**src/rtl/mem_dump_reader.sv**
```systemverilog
// Walks [start_addr, end_addr) through a synchronous-read RAM port and streams (addr, data) beats on valid/ready.
// Optional checksum beat enabled by defining MEM_DUMP_CHECKSUM_EN.
module mem_dump_reader #(
  parameter int REG_WIDTH  = 8,
  parameter int ADDR_WIDTH = 16,
  parameter int MEM_DEPTH  = 65536
) (
  input  logic                  clk,
  input  logic                  reset,
  input  logic                  start,
  input  logic [ADDR_WIDTH-1:0] start_addr,
  input  logic [ADDR_WIDTH:0]   end_addr,
  input  logic                  abort,
  output logic                  busy,
  output logic                  done,
  output logic                  err_range,
  output logic                  mem_rd_en,
  output logic [ADDR_WIDTH-1:0] mem_addr,
  input  logic [REG_WIDTH-1:0]  mem_rd_data,
  output logic                  out_valid,
  input  logic                  out_ready,
  output logic [ADDR_WIDTH-1:0] out_addr,
  output logic [REG_WIDTH-1:0]  out_data,
  output logic                  out_last
);

  typedef enum logic [2:0] {
    S_IDLE,
    S_READ,
    S_LATCH,
    S_OUT,
    S_DONE
`ifdef MEM_DUMP_CHECKSUM_EN
    , S_CSUM
`endif
  } state_t;

  localparam logic [ADDR_WIDTH:0] DEPTH_W = (ADDR_WIDTH+1)'(MEM_DEPTH);
  localparam logic [ADDR_WIDTH:0] ONE     = {{ADDR_WIDTH{1'b0}}, 1'b1};

  state_t                state_q, state_d;
  // One bit wider than the RAM address so a range ending at MEM_DEPTH never wraps.
  logic [ADDR_WIDTH:0]   cur_addr;
  logic [ADDR_WIDTH:0]   end_q;
  logic [ADDR_WIDTH:0]   addr_next;
  logic                  range_ok;
  logic                  start_ok;
  logic                  handshake;
  logic                  is_final;

  assign addr_next = cur_addr + ONE;
  assign is_final  = (addr_next == end_q);
  assign range_ok  = ({1'b0, start_addr} < end_addr) && (end_addr <= DEPTH_W);
  assign start_ok  = (state_q == S_IDLE) && start && range_ok;
  assign handshake = out_valid && out_ready;

  always_ff @(posedge clk or posedge reset) begin
    if (reset) state_q <= S_IDLE;
    else       state_q <= state_d;
  end

  // NOTE: every output and state_d gets a default first so no path can infer a latch.
  always_comb begin
    state_d   = state_q;
    busy      = (state_q != S_IDLE);
    done      = (state_q == S_DONE);
    mem_rd_en = (state_q == S_READ);
    mem_addr  = cur_addr[ADDR_WIDTH-1:0];
    out_valid = (state_q == S_OUT);
`ifdef MEM_DUMP_CHECKSUM_EN
    if (state_q == S_CSUM) out_valid = 1'b1;
`endif
    case (state_q)
      S_IDLE:  if (start_ok) state_d = S_READ;
      S_READ:  state_d = S_LATCH;
      S_LATCH: state_d = S_OUT;
      S_OUT: begin
        if (handshake) begin
`ifdef MEM_DUMP_CHECKSUM_EN
          state_d = is_final ? S_CSUM : S_READ;
`else
          state_d = out_last ? S_DONE : S_READ;
`endif
        end
      end
`ifdef MEM_DUMP_CHECKSUM_EN
      S_CSUM:  if (handshake) state_d = S_DONE;
`endif
      S_DONE:  state_d = S_IDLE;
      default: state_d = S_IDLE;
    endcase
    // Abort beats any handshake; IDLE ignores it so a coincident start still wins.
    if (abort && state_q != S_IDLE) state_d = S_IDLE;
  end

`ifdef MEM_DUMP_CHECKSUM_EN
  logic [REG_WIDTH-1:0] sum_q;
`endif

  // NOTE: only flops are reset here; the RAM itself is external and never cleared.
  always_ff @(posedge clk or posedge reset) begin
    if (reset) begin
      cur_addr  <= '0;
      end_q     <= '0;
      err_range <= 1'b0;
      out_addr  <= '0;
      out_data  <= '0;
      out_last  <= 1'b0;
`ifdef MEM_DUMP_CHECKSUM_EN
      sum_q     <= '0;
`endif
    end else begin
      err_range <= (state_q == S_IDLE) && start && !range_ok;
      if (start_ok) begin
        cur_addr <= {1'b0, start_addr};
        end_q    <= end_addr;
`ifdef MEM_DUMP_CHECKSUM_EN
        sum_q    <= '0;
`endif
      end else if (!abort) begin
        case (state_q)
          S_LATCH: begin
            out_data <= mem_rd_data;
            out_addr <= cur_addr[ADDR_WIDTH-1:0];
`ifdef MEM_DUMP_CHECKSUM_EN
            out_last <= 1'b0;
`else
            out_last <= is_final;
`endif
          end
          S_OUT: begin
            if (handshake) begin
`ifdef MEM_DUMP_CHECKSUM_EN
              sum_q <= sum_q + out_data;
              if (is_final) begin
                out_addr <= end_q[ADDR_WIDTH-1:0];
                out_data <= sum_q + out_data;
                out_last <= 1'b1;
              end else begin
                cur_addr <= addr_next;
              end
`else
              if (!out_last) cur_addr <= addr_next;
`endif
            end
          end
          default: ;
        endcase
      end
    end
  end

endmodule

```
**config.mk**
```make
export PLATFORM = sky130hd
export DESIGN_NAME = mem_dump_reader
export DESIGN_NICKNAME = d
export VERILOG_FILES = /design/src/rtl/mem_dump_reader.sv
export SDC_FILE = /design/constraint.sdc
export NUM_CORES = 1
export LEC_CHECK = 0
export BUFFER_PORTS_ARGS = -buffer_cell sky130_fd_sc_hd__buf_2
export CORE_ASPECT_RATIO = 0.6
export CORE_MARGIN = 10
export CORE_UTILIZATION = 27
export CTS_BUF_LIST = sky130_fd_sc_hd__clkbuf_8
export CTS_CLUSTER_SIZE = 25
export DETAILED_ROUTE_END_ITERATION = 7
export RECOVER_POWER = 25
export SETUP_SLACK_MARGIN = 0.3
export SYNTH_ARGS = -nofsm -noshare
export SYNTH_HDL_FRONTEND = slang
export SYNTH_SLANG_ARGS = --single-unit
```
**constraint.sdc**
```tcl
create_clock -name clk -period 2.45 [get_ports clk]
set_input_delay 0.6125 -clock clk [delete_from_list [all_inputs] [get_ports clk]]
set_output_delay 0.6125 -clock clk [all_outputs]
set_load 0.02 [all_outputs]
```
==> results.toml <==
[timing]
fin_crit_ns = 2.54
fin_worst_skew_ns = 0.0128
setup_viol_count_final = 23
min_period_over_period_pct = 104
finalHoldViolCount = 0
grt_setup_unrepaired = "yes"
maxSlewHeadroom_pct = -9.59
worst_pin_slew_ns = 1.64
setup_total_negative_slack_ns = -1.57
maxSlewViolCount = 64
setup_ws_ns = -0.0948
fmaxAchievable_mhz = 393

[critical_path]
path_cells = "buf_8, nor4_4, buf_4, nand4_1, o41ai_4, and3b_2, and2_4, buf_6, mux2_4"
timing.critical_path.slowest_cell_delay_ns = 0.35
worstPathBufferInverterCount = 3
start_kind = "input pin"
timing_worst_setup_path_type = "input pin to flop"
maximum_fanout_along_the_worst_path = 6
cp_data_arrival_time_ns = 2.78
cp_data_required_time_ns = 2.69
critical_path.top_delay_family = "simple AND/OR/NAND/NOR gates"
cp-end-kind = "flop"
cp_slowest_cell = "o41ai_4"

[placed_design]
place.port_buffers = 91
place_hpwl_um = 9690
place_worst_setup_slack_ns = -0.562
final_weighted_congestion_in_routability_driven_placement = 0.854

[detailed_routing]
vias = 3523
detailed_route_wire_length_per_cell_um = 17.9
drc = 0
detail_route.first_pass.iterations = 5
drt-initial-drc-count = 297
route.antenna.remaining_nets = 0
final_wirelength_um = 12900
vias_per_cell = 4.89

[global_route]
grt_pass1_vias = 3627
wire_length_of_the_first_global_routing_pass_um = 20400
grt-ovfl-total = 0
number_of_antenna_violations_at_the_first_check_in_global_routing = 0
grt_max_degree = 64
groute.usage.overall_pct = 13.0

[finish]
post_route_cells_drive_above_1_share_pct = 48.5
synthToLayoutAreaGrowth_pct = 38.2
finish.net_count = 579
fin_util_pct = 37.9
antenna-diode-count = 0

[logic_synthesis]
synth_sequential_area_ratio_pct = 39.7
synth_nets = 453
syn_avg_cell_area_um2 = 10.2
synth.yosys.warnings = 0
post_synth_inst_count = 391
synth.area.top_cells = "dfrtp_1 (40%), mux2_2 (7.9%), mux2_4 (5.3%)"
async_reset_ff_share_pct = 100
synth-edff-count = 0
synth_cell_types = 51
syn-cell-area_um2 = 3970
synth_top_flop_cell = "dfrtp_1"
yosys_register_bits = 63
yosys.area.top_type_share_pct = 39.7
synth_top_area_cell = "dfrtp_1"

[clocking]
clock_sinks = 63
cts_root_buffer = "clkbuf_8"
cts_tree = "yes"
clock_latency_late_sink_ns = 0.36
cts.hold.buffers_added = 0
htree_levels = 3
cts_buffer_depth = 2
cts-buffers-inserted = 9
clk_pin_slew_worst_paths_ns = 0.08

[status]
run_status = "finished with violations"
failing_checks = "capacitance limit, slew limit, setup timing"

[die]
floorplan.io_pins = 92
floorplan.rows = 34
die-area_um2 = 20100
floorplan.die.height_um = 114
start_util_pct = 27.4
die_w_um = 177
coreArea_um2 = 14500

[pwr]
highest_ir_drop_seen_on_vdd_uv = 365
leakagePower_nw = 2.49
power_total_mw = 5.03
power_density_nw_per_um2 = 918

[worst_hold_path]
hp-class = "input pin to flop"

[run]
count_of_max_cap_constraint_violations = 1
flip-flops by register name, summed over array words and instances (netlist names):
name and cells:
cur_addr 17, end_q 17, err_range 1, out_addr 16
out_data 8, out_last 1, state_q 3
final timing paths:
check | endpoint | depth (start not counted) | slack, ns | start
worst max-delay path | end_q[8] | 9 | -0.09 | end_addr[10]
worst min-delay path | out_data[5] | 2 | 0.48 | mem_rd_data[5]
worst max register to register | cur_addr[5] | 7 | 0.40 | state_q[0]
worst min register to register | out_addr[2] | 1 | 0.50 | out_addr[2]
max in group asynchronous | end_q[5] | 3 | 0.63 | reset
min in group asynchronous | out_data[7] | 3 | 0.84 | reset
report_power, final:
part	internal (mW)	leakage (nW)	total (mW)	switching (mW)
clock	0.606	0.109	1.07	0.463
sequential	1.43	0.777	1.77	0.346
combinational	1.03	1.60	2.19	1.17
cells in the mapped netlist, drive strengths merged (4+ instances only):
cell	instances
nand2	35
nand4	4
a21oi	17
buf	29
mux2	42
xor2	9
nand3	22
o21ai	10
nand2b	4
xnor2	18
o41ai	5
dfrtp	63
a211o	8
nor2	16
o211ai	9
clkbuf	13
ha	16
nor3	5
a31oi	6
nor4	7
inv	20
cells in the final DEF, fill, tap and decap left out, types with 3 or more instances in the layout:
master	count
buf_2	87
o21ai_2	4
nand3_1	19
inv_1	12
a31oi_1	6
a211o_1	8
clkinvlp_4	3
inv_2	4
or3_1	3
nand2b_1	4
o41ai_1	3
mux2_2	24
nor2_1	14
o21ai_0	5
xor2_1	9
buf_4	52
nand2_1	35
a21oi_1	13
ha_1	9
buf_6	9
xnor2_1	18
nand3b_1	3
clkbuf_8	10
nor4b_1	3
nor3_1	5
nor4_1	3
nand4_1	4
o211ai_1	9
mux2_4	18
dfrtp_1	63
a21oi_2	4
ha_4	7
and3_1	3
buf_12	4
nor4_4	4
final cells by class:
| type | count | area, um2 |
|---|---|---|
| Fill cell | 1468 | 8980 |
| Multi-Input combinational cell | 266 | 2260 |
| Sequential cell | 63 | 1580 |
| Timing Repair Buffer | 157 | 1070 |
| Tap cell | 198 | 248 |
| Clock buffer | 10 | 138 |
| Inverter | 20 | 98.8 |
| Clock inverter | 6 | 92.6 |
cell families after synthesis:
| kind of cell | share of synthesized area [%] |
|---|---|
| AND/OR/NAND/NOR | 15.8 |
| AO/OA/AOI/OAI | 11.3 |
| XOR/XNOR | 5.96 |
| buffers and inverters | 8.73 |
| multiplexers | 13.5 |
| adder cells (fa/ha/maj) | 5.04 |
| flip-flops | 39.7 |
per-layer routing:
layer  GRT usage, %  share of wire (%)
met1           18.1                 49
met2           18.9                 42
met3           4.55                8.1
met4           3.01               0.98
met5              0                  0
per-stage QoR:
stage | hold slack, ns | instances | cell area [um2]
2_1_floorplan | 0.497 | 391 | 4110
3_3_place_gp | 0.484 | 688 | 4950
3_5_place_dp | 0.490 | 688 | 4950
4_1_cts | 0.346 | 714 | 5410
5_1_grt | 0.461 | 720 | 5480
6_report | 0.484 | 720 | 5480
what timing repair did:
action / 4_1_cts / 5_1_grt
resized for setup: 33 / 10
setup endpoints to repair: 36 / 36
buffers inserted: 9 / 6
pin swaps: 13 / 7
gates cloned: 1 / 0
Power figures use the tool's default switching activity.
